<file path="config.mk">
export PLATFORM = sky130hd
export DESIGN_NAME = vga_scan_engine
export DESIGN_NICKNAME = d
export VERILOG_FILES = /design/src/rtl/vga_pkg.sv /design/src/rtl/vga_delay_line.sv /design/src/rtl/vga_scan_engine.sv
export SDC_FILE = /design/constraint.sdc
export NUM_CORES = 1
export LEC_CHECK = 0
export CAP_MARGIN = 20
export CORE_MARGIN = 2
export CORE_UTILIZATION = 50
export CTS_BUF_LIST = sky130_fd_sc_hd__clkbuf_8
export DETAILED_ROUTE_END_ITERATION = 7
export PLACE_DENSITY = 0.91
export SLEW_MARGIN = 20
export SYNTH_ARGS = -nofsm -noshare
export SYNTH_HDL_FRONTEND = slang
export SYNTH_SLANG_ARGS = --single-unit
export TNS_END_PERCENT = 30
</file>
<file path="constraint.sdc">
create_clock -name CLK100MHZ -period 2.95 [get_ports CLK100MHZ]
set_clock_uncertainty 0.05 [all_clocks]
set_input_delay 0.59 -clock CLK100MHZ [delete_from_list [all_inputs] [get_ports CLK100MHZ]]
set_output_delay 0.59 -clock CLK100MHZ [all_outputs]
set_load 0.01 [all_outputs]
</file>
<file path="src/rtl/vga_pkg.sv">
// rtl/vga_pkg.sv - 640x480 timing defaults, colour defaults and helpers for the VGA scan engine
package vga_pkg;

   localparam int H_ACTIVE_DEF = 640;
   localparam int H_FP_DEF     = 16;
   localparam int H_SYNC_DEF   = 96;
   localparam int H_BP_DEF     = 48;
   localparam int V_ACTIVE_DEF = 480;
   localparam int V_FP_DEF     = 10;
   localparam int V_SYNC_DEF   = 2;
   localparam int V_BP_DEF     = 33;

   localparam int COLOR_W_DEF = 4;
   localparam logic [3*COLOR_W_DEF-1:0] BG_COLOR_DEF = 12'hFFE;

   function automatic int h_total(input int active, input int fp, input int sync, input int bp);
      return active + fp + sync + bp;
   endfunction

   function automatic int v_total(input int active, input int fp, input int sync, input int bp);
      return active + fp + sync + bp;
   endfunction

   function automatic logic [3*COLOR_W_DEF-1:0] rgb_pack(input logic [COLOR_W_DEF-1:0] r,
                                                         input logic [COLOR_W_DEF-1:0] g,
                                                         input logic [COLOR_W_DEF-1:0] b);
      return {r, g, b};
   endfunction

   // idx 2 = red, 1 = green, 0 = blue
   function automatic logic [COLOR_W_DEF-1:0] rgb_unpack(input logic [3*COLOR_W_DEF-1:0] rgb,
                                                         input int idx);
      return rgb[idx*COLOR_W_DEF +: COLOR_W_DEF];
   endfunction

endpackage

</file>
<file path="src/rtl/vga_delay_line.sv">
// rtl/vga_delay_line.sv - strobe-enabled shift register aligning stage-0 decode with the pixel source
module vga_delay_line #(
   parameter int WIDTH = 4,
   parameter int DEPTH = 1
) (
   input  logic             clk,
   input  logic             reset,
   input  logic             en,
   input  logic [WIDTH-1:0] d,
   output logic [WIDTH-1:0] q
);

   logic [WIDTH-1:0] stage_q [DEPTH];

   always_ff @(posedge clk or posedge reset) begin
      if (reset) begin
         for (int i = 0; i < DEPTH; i++) stage_q[i] <= '0;
      end else if (en) begin
         stage_q[0] <= d;
         for (int i = 1; i < DEPTH; i++) stage_q[i] <= stage_q[i-1];
      end
   end

   assign q = stage_q[DEPTH-1];

endmodule

</file>
<file path="src/rtl/vga_scan_engine.sv">
// rtl/vga_scan_engine.sv - VGA strobe divider, H/V counters, grid decode and latency-matched output stage
// Optional colour-bar test pattern enabled by defining VGA_TESTPAT_EN.
module vga_scan_engine
   import vga_pkg::*;
#(
   parameter int   CLK_DIV   = 4,
   parameter int   H_ACTIVE  = H_ACTIVE_DEF,
   parameter int   H_FP      = H_FP_DEF,
   parameter int   H_SYNC    = H_SYNC_DEF,
   parameter int   H_BP      = H_BP_DEF,
   parameter int   V_ACTIVE  = V_ACTIVE_DEF,
   parameter int   V_FP      = V_FP_DEF,
   parameter int   V_SYNC    = V_SYNC_DEF,
   parameter int   V_BP      = V_BP_DEF,
   parameter logic HS_POL    = 1'b0,
   parameter logic VS_POL    = 1'b0,
   parameter int   COLOR_W   = COLOR_W_DEF,
   parameter int   SRC_LAT   = 1,
   parameter int   GRID_N    = 4,
   parameter int   TILE_W    = $clog2(GRID_N),
   parameter int   TILE_LOG2 = 6,
   parameter int   GRID_X0   = 192,
   parameter int   GRID_Y0   = 112,
   parameter logic [3*COLOR_W-1:0] BG_COLOR = BG_COLOR_DEF
) (
   input  logic                   CLK100MHZ,
   input  logic                   reset,
   input  logic                   blank,
`ifdef VGA_TESTPAT_EN
   input  logic                   testpat,
`endif
   input  logic [3*COLOR_W-1:0]   pixel_color,
   output logic                   pix_stb,
   output logic [9:0]             x,
   output logic [9:0]             y,
   output logic [TILE_W-1:0]      tile_row,
   output logic [TILE_W-1:0]      tile_col,
   output logic                   in_grid,
   output logic                   frame_start,
   output logic [COLOR_W-1:0]     VGA_R,
   output logic [COLOR_W-1:0]     VGA_G,
   output logic [COLOR_W-1:0]     VGA_B,
   output logic                   VGA_HS,
   output logic                   VGA_VS,
   output logic                   de
);

   localparam int H_TOTAL = h_total(H_ACTIVE, H_FP, H_SYNC, H_BP);
   localparam int V_TOTAL = v_total(V_ACTIVE, V_FP, V_SYNC, V_BP);
   localparam int DIV_W   = $clog2(CLK_DIV);

   localparam logic [DIV_W-1:0] DIV_LAST = DIV_W'(CLK_DIV - 1);
   localparam logic [9:0] X_LAST = 10'(H_TOTAL - 1);
   localparam logic [9:0] Y_LAST = 10'(V_TOTAL - 1);
   localparam logic [9:0] H_ACT  = 10'(H_ACTIVE);
   localparam logic [9:0] V_ACT  = 10'(V_ACTIVE);
   localparam logic [9:0] HS_BEG = 10'(H_ACTIVE + H_FP);
   localparam logic [9:0] HS_END = 10'(H_ACTIVE + H_FP + H_SYNC);
   localparam logic [9:0] VS_BEG = 10'(V_ACTIVE + V_FP);
   localparam logic [9:0] VS_END = 10'(V_ACTIVE + V_FP + V_SYNC);
   localparam logic [9:0] GX_BEG = 10'(GRID_X0);
   localparam logic [9:0] GX_END = 10'(GRID_X0 + (GRID_N << TILE_LOG2));
   localparam logic [9:0] GY_BEG = 10'(GRID_Y0);
   localparam logic [9:0] GY_END = 10'(GRID_Y0 + (GRID_N << TILE_LOG2));

   logic [DIV_W-1:0] div_q, div_d;
   logic [9:0]       x_q, x_d, y_q, y_d;

   always_comb begin
      div_d = div_q;
      x_d   = x_q;
      y_d   = y_q;
      if (div_q == DIV_LAST) begin
         div_d = '0;
         if (x_q == X_LAST) begin
            x_d = '0;
            y_d = (y_q == Y_LAST) ? 10'd0 : y_q + 10'd1;
         end else begin
            x_d = x_q + 10'd1;
         end
      end else begin
         div_d = div_q + DIV_W'(1);
      end
   end

   always_ff @(posedge CLK100MHZ or posedge reset) begin
      if (reset) begin
         div_q <= '0;
         x_q   <= '0;
         y_q   <= '0;
      end else begin
         div_q <= div_d;
         x_q   <= x_d;
         y_q   <= y_d;
      end
   end

   // Stage-0 decode straight from the counters; this is what the pixel source is asked for.
   logic de0, hs0, vs0;
   assign pix_stb     = !reset && (div_q == DIV_LAST);
   assign frame_start = pix_stb && (x_q == '0) && (y_q == '0);
   assign de0         = (x_q < H_ACT) && (y_q < V_ACT);
   assign hs0         = (x_q >= HS_BEG) && (x_q < HS_END);
   assign vs0         = (y_q >= VS_BEG) && (y_q < VS_END);
   assign in_grid     = !reset && de0 && (x_q >= GX_BEG) && (x_q < GX_END)
                        && (y_q >= GY_BEG) && (y_q < GY_END);
   assign tile_col    = in_grid ? TILE_W'((x_q - GX_BEG) >> TILE_LOG2) : '0;
   assign tile_row    = in_grid ? TILE_W'((y_q - GY_BEG) >> TILE_LOG2) : '0;
   assign x           = x_q;
   assign y           = y_q;

   logic hs_dl, vs_dl, de_dl, grid_dl;
`ifdef VGA_TESTPAT_EN
   localparam int DL_W = 14;
   localparam logic [9:0] BAR_W = 10'(H_ACTIVE / 8);
   logic [9:0]      x_dl;
   logic [2:0]      bar;
   logic [DL_W-1:0] dl_in, dl_out;
   assign dl_in = {x_q, hs0, vs0, de0, in_grid};
   assign {x_dl, hs_dl, vs_dl, de_dl, grid_dl} = dl_out;
   assign bar = 3'(x_dl / BAR_W);
`else
   localparam int DL_W = 4;
   logic [DL_W-1:0] dl_in, dl_out;
   assign dl_in = {hs0, vs0, de0, in_grid};
   assign {hs_dl, vs_dl, de_dl, grid_dl} = dl_out;
`endif

   vga_delay_line #(
      .WIDTH (DL_W),
      .DEPTH (SRC_LAT)
   ) u_delay (
      .clk   (CLK100MHZ),
      .reset (reset),
      .en    (pix_stb),
      .d     (dl_in),
      .q     (dl_out)
   );

   logic [3*COLOR_W-1:0] rgb_d, rgb_q;
   logic                 hs_q, vs_q, de_q;

   always_comb begin
      rgb_d = '0;
      if (de_dl && !blank) begin
`ifdef VGA_TESTPAT_EN
         if (testpat) rgb_d = {{COLOR_W{bar[2]}}, {COLOR_W{bar[1]}}, {COLOR_W{bar[0]}}};
         else         rgb_d = grid_dl ? pixel_color : BG_COLOR;
`else
         rgb_d = grid_dl ? pixel_color : BG_COLOR;
`endif
      end
   end

   always_ff @(posedge CLK100MHZ or posedge reset) begin
      if (reset) begin
         rgb_q <= '0;
         hs_q  <= ~HS_POL;
         vs_q  <= ~VS_POL;
         de_q  <= 1'b0;
      end else if (pix_stb) begin
         rgb_q <= rgb_d;
         hs_q  <= hs_dl ? HS_POL : ~HS_POL;
         vs_q  <= vs_dl ? VS_POL : ~VS_POL;
         de_q  <= de_dl;
      end
   end

   assign VGA_R  = rgb_q[3*COLOR_W-1 -: COLOR_W];
   assign VGA_G  = rgb_q[2*COLOR_W-1 -: COLOR_W];
   assign VGA_B  = rgb_q[COLOR_W-1 -: COLOR_W];
   assign VGA_HS = hs_q;
   assign VGA_VS = vs_q;
   assign de     = de_q;

endmodule

</file>
==> flow_summary.ini, run 1 <==
[outcome]
status = completed

[logic_synthesis]
yosys.area.top_type_share_pct = 46.7
synthCells = 202
syn_nets = 225
synth.distinct_cells = 43
seq_area_frac_synth_pct = 49.2
synth.largest_area_cell = dfrtp_1
synth-seq-cells = 41
syn-cell-area_mm2 = 0.00209
ys_warn_count = 0
yosys-top-cells-area = dfrtp_1 47%, ha_1 4.8%, a22o_1 4.6%
avgSynthCellArea_um2 = 10.4

[worst_setup_path]
start_kind = register
path_cells = inv_1 -> ha_1 -> or4b_4 -> nor3_2 -> nand4b_1 -> nor4_2 -> dlygate4sd2_1
path_max_fanout = 5
worstSetupPathType = reg -> out
arrival_ps = 2150
ff2ff_setup_slack_ps = 1040
max_stage_delay_ps = 450
cp.required_ps = 2310
crit_path_top_delay_cell = or4b_4
path_delay_family = simple AND/OR/NAND/NOR gates
end_kind = primary output
crit_buf_inv = 2

[global_routing]
antenna_found_initial = 0
use_met3_pct = 6.01
track_usage_pct = 22.6
grt_pass1_vias = 1595
grt_pass1_wl_um = 7870
top_usage_layer = met2
met2_usage_pct = 36.8
overflow = 0
groute.layer.met1.usage_pct = 28.8
grt_max_degree = 42

[timing]
hold_viol = 0
slew_headroom_pct = 50.4
fmax_mhz = 358
finalSetupViolCount = 0
drv_slew = 0
tightest_slew_ps = 741
period_share_pct = 94.6
hold_ws_ps = 366
min_period_ps = 2790

[place]
dp.cells = 303
gp_congestion = 0.851
io_buffers = 56
placed_cell_area_mm2 = 0.00270
dpl.hpwl_um = 3450

[detailed_routing]
drtPass1Iterations = 4
ant_nets = 0
wl_per_cell_um = 15.6
dr.first_iter.drc_count = 109
vias = 1730
vias_per_cell = 5.54
drc = 0
wl_um = 4870

[floorplan]
rows = 23
die_h_um = 68.7
placeableCoreArea_mm2 = 0.00400
ios = 57
die_area_mm2 = 0.00471
die_width_um = 68.7
start_util_pct = 52.3

[cts]
clk_latency_ps = 290
cts-root-buf = clkbuf_8
clk_pin_slew_ps = 70
cts_tree = built
clock_sinks = 41
clockBufferDepth = 2
cts_buffers = 5
htreeDepth = 2

[finish]
final_util_pct = 70.2
fin_nets = 284
syn_to_final_growth_pct = 34.3
drive_gt1_share_pct = 11.1
n_fill_cell = 313
fin_cells = 312
final_cell_mix = 55 x clkdlybuf4s50_1, 36 x dfrtp_1, 14 x nand2b_1, 12 x nand2_1, 12 x nor2_1
mostFrequentLayoutCell = clkdlybuf4s50_1
design_area_mm2 = 0.00281
diodes = 0

[job]
maxCapViolations = 0

[power]
p_seq_share_pct = 54.5
power.density_mw_per_mm2 = 386
p_sw_share_pct = 21.2
pwr-share-clk_pct = 36.7
intPower_uw = 854
switchingPower_uw = 230
vdd_ir_drop_max_mv = 0.322
power_leakage_nw = 1.23
pwr-share-comb_pct = 8.8

[min_path]
hp-class = reg -> reg
sequential cells by signal (all words and copies together), names as in the netlist:
| name | flops |
|---|---|
| de | 1 |
| y | 10 |
| rgb_q | 12 |
| div_q | 2 |
| u_delay.q | 4 |
| x | 10 |
| VGA_HS | 1 |
| VGA_VS | 1 |
synth_stat cells, drive strengths merged:
cell / instances
dfrtp: 39
o21ai: 15
nand2b: 14
inv: 12
nand2: 12
nor2: 12
a22o: 11
nand3: 10
buf: 8
ha: 8
xor2: 8
and3: 7
nand4: 5
xnor2: 5
nor3: 4
a21o: 3
a21oi: 3
clkbuf: 3
nor4: 3
a32o: 2
and4: 2
dfstp: 2
nand4b: 2
or4b: 2
a22oi: 1
a31o: 1
a31oi: 1
mux2: 1
mux2i: 1
nor2b: 1
nor3b: 1
o211ai: 1
o31a: 1
o31ai: 1
cell type report:
cell class | count | area (um^2) | area share (%)
clock buffers | 7 | 96.3 | 3.43
clock inverters | 1 | 5.00 | 0.178
well taps | 50 | 62.6 | 2.23
multi-input cells | 138 | 955 | 34.0
flip-flops and latches | 41 | 1030 | 36.8
repair buffers | 63 | 612 | 21.8
inverters | 12 | 45.0 | 1.60
through the flow:
step	worst slack, ps	total power, mW	setup TNS (ps)
after global routing	-10.4	1.14	-10.4
final	158	1.08	0
after detailed placement	-69.8	0.698	-69.8
after global placement	-6.97	0.697	-6.97
after floorplan	140	0.637	0
after CTS	0.817	1.10	0
worst paths after layout:
check                              from           to  depth (start not counted)
max in group asynchronous         reset         y[5]                          3
hold reg to reg            u_delay.q[3]       VGA_HS                          1
setup reg to reg               div_q[0]     rgb_q[0]                          5
hold / removal             u_delay.q[3]       VGA_HS                          1
min in group asynchronous         reset         x[9]                          3
setup / recovery                   x[0]  frame_start                          7
power groups by stage:
stage	logic [mW]	registers, mW	clock network [mW]
detailed placement	0.0960	0.602	0
global placement	0.0960	0.601	0
floorplan	0.0267	0.610	0
CTS	0.0970	0.591	0.413
finish	0.0953	0.591	0.398
global route	0.104	0.593	0.441
per-layer routing:
layer | vias to the layer above | share of wire, %
li1 | 828 | -
met1 | 841 | 44
met2 | 54 | 49
met3 | 7 | 6.0
met4 | 0 | 1.5
met5 | - | 0
cells by family (layout without fill, tap and decap cells):
group,Yosys count,in the layout,share of synthesized area (%)
buffers and inverters,23,83,5.15
multiplexers,2,2,1.02
XOR/XNOR,13,13,5.45
flip-flops,41,41,49.2
AND/OR/NAND/NOR,75,75,21.2
adder cells (fa/ha/maj),8,8,4.79
AO/OA/AOI/OAI,40,40,13.2
what timing repair did:
item,4_1_cts,5_1_grt
hold buffers,0,0
endpoints found under the hold margin,0,0
setup buffers,0,1
pin swaps,1,2
endpoints found under the setup margin,3,6
resized for setup,1,3
(Power assumes the default switching activity.)
==> inputs of run 2 (changes only) <==
--- a/config.mk
+++ b/config.mk
@@ -10,7 +10,9 @@
 export CORE_UTILIZATION = 50
 export CTS_BUF_LIST = sky130_fd_sc_hd__clkbuf_8
 export DETAILED_ROUTE_END_ITERATION = 7
+export GPL_TIMING_DRIVEN = 0
 export PLACE_DENSITY = 0.91
+export SKIP_CTS_REPAIR_TIMING = 1
 export SLEW_MARGIN = 20
 export SYNTH_ARGS = -nofsm -noshare
 export SYNTH_HDL_FRONTEND = slang
==> run 2 against run 1 <==
  * Sequential power about the same
  * Register-to-register slack lost 140 ps
  * Hold slack improved by 8.6 ps
  * Routed wire length up 2.4%
  * Clock power increased by 36%
  * Combinational power is 9% higher
  * Critical endpoint is now in_grid
  * Setup slack worse by 45 ps
  * Highest routed layer unchanged
  * Critical path type is now in -> out
  * Flip-flop and latch count stayed put
==> flow_summary.ini, run 2 (synthesis results as in run 1) <==
[detailed_routing]
vias = 1830
drc = 0
vias_per_cell = 5.68
ant_nets = 0
wl_per_cell_um = 15.5
dr.first_iter.drc_count = 135
drtPass1Iterations = 4
wl_um = 4990

[timing]
min_period_ps = 2840
hold_ws_ps = 374
drv_slew = 0
fin_tns_setup_ps = 0
rsz0062_at_grt = no
slew_headroom_pct = 67.6
finalSetupViolCount = 0
fmax_mhz = 353
tightest_slew_ps = 486
hold_viol = 0
finalWorstSetupSlack_ps = 113
period_share_pct = 96.2

[worst_setup_path]
crit_buf_inv = 6
worstSetupPathType = in -> out
arrival_ps = 2200
end_kind = primary output
crit_cells = 7
path_delay_family = buffers and inverters
path_common_cell = clkdlybuf4s50_1
cp.required_ps = 2310
r2r_start = x[7]
start_kind = input pin
path_cells = clkdlybuf4s50_1 -> clkinv_4 -> buf_16 -> nand4_1 -> buf_4 -> inv_1 -> clkdlybuf4s50_1
path_max_fanout = 28
max_stage_delay_ps = 520
r2r_end = y[9]
worstRegToRegCells = 6
timing.critical_path.from = reset
crit_path_top_delay_cell = clkdlybuf4s50_1
ff2ff_setup_slack_ps = 900
crit_path_end = in_grid

[floorplan]
die_width_um = 68.7
die_area_mm2 = 0.00471
die_h_um = 68.7
ios = 57
rows = 23
placeableCoreArea_mm2 = 0.00400
start_util_pct = 52.3

[power]
power.density_mw_per_mm2 = 421
power_leakage_nw = 1.39
vdd_ir_drop_max_mv = 0.281

[finish]
largest_reg_flops = 12
fin_cells = 322
fin_nets = 294
n_fill_cell = 296
largest_register = rgb_q
diodes = 0
syn_to_final_growth_pct = 40.2
final_cell_mix = 51 x clkdlybuf4s50_1, 39 x dfrtp_1, 14 x nand2b_1, 12 x nand2_1, 12 x nor2_1
drive_gt1_share_pct = 12.9
design_area_mm2 = 0.00293
mostFrequentLayoutCell = clkdlybuf4s50_1

[global_routing]
use_met3_pct = 5.84
groute.layer.met1.usage_pct = 26.3
antenna_found_initial = 0
top_usage_layer = met2
track_usage_pct = 21.8
met2_usage_pct = 36.9
grt_pass1_wl_um = 7480
overflow = 0
grt_max_degree = 29
grt_pass1_vias = 1640

[place]
post-place-ws_ps = -347
placed_cell_area_mm2 = 0.00273
io_buffers = 56
dpl.hpwl_um = 3460
gp_congestion = 0.805
dp.cells = 309

[cts]
clk_latency_ps = 300
htreeDepth = 2
cts_buffers = 5
cts_tree = built
cts-root-buf = clkbuf_8
clock_sinks = 41
clk_pin_slew_ps = 80
clockBufferDepth = 2

[min_path]
hp-class = reg -> reg

[job]
maxCapViolations = 0

[outcome]
status = completed
[run 2: worst min-delay path by stage]
stage | startpoint | end | slack, ps | cells past startpoint
after detailed placement | u_delay.q[2] | VGA_VS | 370 | 1
after floorplan | u_delay.q[2] | VGA_VS | 340 | 1
after CTS | u_delay.q[2] | VGA_VS | 380 | 1
final | u_delay.q[2] | VGA_VS | 370 | 1
after global routing | u_delay.q[3] | VGA_HS | 410 | 1
after global placement | u_delay.q[2] | VGA_VS | 350 | 1
[run 2: per-layer routing]
layer / vias to the layer above / part of all wire (%)
li1: 849 / -
met1: 891 / 41
met2: 77 / 50
met3: 13 / 6.8
met4: 0 / 2.0
met5: - / 0
[run 2: cell type report]
cell class,count,area (um^2),share of cell area [%]
Clock inverter,3,65.1,2.22
Inverter,12,50.0,1.71
Timing Repair Buffer,62,638,21.8
Sequential cell,41,1030,35.1
Buffer,11,63.8,2.18
Multi-Input combinational cell,138,955,32.6
Tap cell,50,62.6,2.13
Clock buffer,5,68.8,2.35
[run 2: worst reg2reg max path, stage by stage (launching register included)]
cell and delay, ps:
dfrtp_1 450, inv_1 130, ha_1 170, nor2b_1 410
nand3_2 280, o31a_1 360, a31oi_1 140
[run 2: per-stage QoR]
step / power (mW) / utilization, %
after CTS: 1.24 / 71.7
after global routing: 1.28 / 73.3
after detailed placement: 0.702 / 68.3
after global placement: 0.696 / 67.8
final: 1.24 / 73.3
after floorplan: 0.637 / -
[run 2: power by group]
part / total [mW] / internal, mW / switching, mW
Combinational: 0.104 / 0.0678 / 0.0365
Clock: 0.540 / 0.336 / 0.204
Sequential: 0.591 / 0.581 / 0.00974
==> inputs of run 3 (changes only) <==
--- a/config.mk
+++ b/config.mk
@@ -11,7 +11,7 @@
 export CTS_BUF_LIST = sky130_fd_sc_hd__clkbuf_8
 export DETAILED_ROUTE_END_ITERATION = 7
 export GPL_TIMING_DRIVEN = 0
-export PLACE_DENSITY = 0.91
+export PLACE_DENSITY_LB_ADDON = 0.08
 export SKIP_CTS_REPAIR_TIMING = 1
 export SLEW_MARGIN = 20
 export SYNTH_ARGS = -nofsm -noshare
==> run 3 against run 2 <==
  * Design area shrank 1.7%
  * Setup slack lost 11 ps
  * Clock power shrank 25%
  * Register-to-register slack gained 110 ps
  * Sequential share of layout area grew 0.62 points
  * Power shrank 11%
  * Count of clock-buffer cells in the layout grew 2
  * Hold slack lost 10 ps
  * Core utilization shrank 1.3 points
  * Routed wire length shrank 6.1%
  * Die area is the same
  * Critical path type unchanged
  * Critical endpoint is now tile_row[0]
==> flow_summary.ini, run 3 (synthesis results as in run 1) <==
[finish]
drive_gt1_share_pct = 12.3
largest_register = rgb_q
largest_reg_flops = 12
regArea_mm2 = 0.00103
mostFrequentLayoutCell = clkdlybuf4s50_1
syn_to_final_growth_pct = 37.8
n_fill_cell = 312
fin_nets = 291
final_util_pct = 72.0
diodes = 0
final_cell_mix = 51 x clkdlybuf4s50_1, 39 x dfrtp_1, 14 x nand2b_1, 12 x nand2_1, 12 x nor2_1
multi_input_area_um2 = 958
fin_cells = 319

[global_routing]
grt_pass1_vias = 1627
grt_max_degree = 24
grt_pass1_wl_um = 7630
overflow = 0
antenna_found_initial = 0
track_usage_pct = 21.9

[cts]
clock_sinks = 41
clockBufferDepth = 2
cts_buffers = 5
cts-root-buf = clkbuf_8
cts_tree = built
clk_latency_ps = 290
clk_pin_slew_ps = 80
htreeDepth = 2

[floorplan]
ios = 57
die_h_um = 68.7
die_area_mm2 = 0.00471
rows = 23
start_util_pct = 52.3
die_width_um = 68.7
placeableCoreArea_mm2 = 0.00400

[power]
p_sw_share_pct = 21.9
pwr-share-clk_pct = 37.0
power_leakage_nw = 1.36
power.density_mw_per_mm2 = 381
pwr-share-comb_pct = 9.1
p_seq_share_pct = 53.9
switchingPower_uw = 240
vdd_ir_drop_max_mv = 0.246
intPower_uw = 857

[timing]
finalSetupViolCount = 0
hold_viol = 0
fin_tns_setup_ps = 0
min_period_ps = 2850
period_share_pct = 96.5
fmax_mhz = 351
rsz0062_at_grt = yes
drv_slew = 0
tightest_slew_ps = 456
slew_headroom_pct = 69.6

[detailed_routing]
drtPass1Iterations = 4
dr.first_iter.drc_count = 107
vias = 1740
wl_per_cell_um = 14.7
wl_um = 4680
vias_per_cell = 5.45
drc = 0
ant_nets = 0

[worst_setup_path]
arrival_ps = 2210
end_kind = primary output
cp.required_ps = 2310
worstSetupPathType = in -> out
path_max_fanout = 20
start_kind = input pin
worstRegToRegCells = 6

[place]
io_buffers = 56
dp.cells = 309
dpl.hpwl_um = 3370
gp_congestion = 0.825

[min_path]
holdPathStages = 1
hp-class = reg -> reg

[job]
maxCapViolations = 0

[outcome]
status = completed
[run 3: changes by cell type in the layout (fill, tap and decap cells not counted), sizes merged]
cell,change
buf,-3
bufinv,-2
clkbuf,+2
[run 3: worst paths after layout]
path / start / end / slack, ps
setup / recovery: reset / tile_row[0] / 100
hold / removal: u_delay.q[3] / VGA_HS / 360
setup reg to reg: x[6] / y[7] / 1010
hold reg to reg: u_delay.q[3] / VGA_HS / 360
max in group asynchronous: reset / VGA_VS / 1870
min in group asynchronous: reset / x[0] / 540
[run 3: critical path, stage by stage]
cell and delay [ps]:
clkdlybuf4s50_1 460, clkinv_4 200, nand4_1 230, nor2_1 170
clkdlybuf4s50_1 550
[run 3: layer usage]
layer	global-route usage, %	up-vias	share of wire [%]
met1	27.6	845	43
met3	4.55	4	5.4
met5	0	-	0
met2	37.0	49	51
li1	-	842	-
met4	8.00	0	0.94
[run 3: final cells by class]
cell class,count,area share (%)
Clock inverter,1,0.174
Tap cell,50,2.17
Multi-Input combinational cell,138,33.3
Inverter,12,1.74
Timing Repair Buffer,59,21.4
Clock buffer,7,3.34
Buffer,11,2.22
Sequential cell,41,35.7
[run 3: metrics by stage]
| stage | hold slack (ps) | instance area [um^2] | worst slack [ps] | power (mW) |
|---|---|---|---|---|
| finish | 364 | 2880 | 102 | 1.10 |
| global route | 385 | 2880 | -10.6 | 1.14 |
| CTS | 368 | 2840 | -341 | 1.11 |
| detailed placement | 359 | 2740 | -337 | 0.703 |
| global placement | 359 | 2710 | -1450 | 0.696 |
| floorplan | 343 | 2090 | 140 | 0.637 |
[run 3: power groups by stage]
stage                     combinational, mW  sequential, mW  clock [mW]
after floorplan                      0.0267           0.610           0
after global placement               0.0943           0.602           0
after detailed placement              0.100           0.603           0
after CTS                             0.101           0.592       0.416
after global routing                  0.109           0.594       0.437
final                                0.0999           0.591       0.406
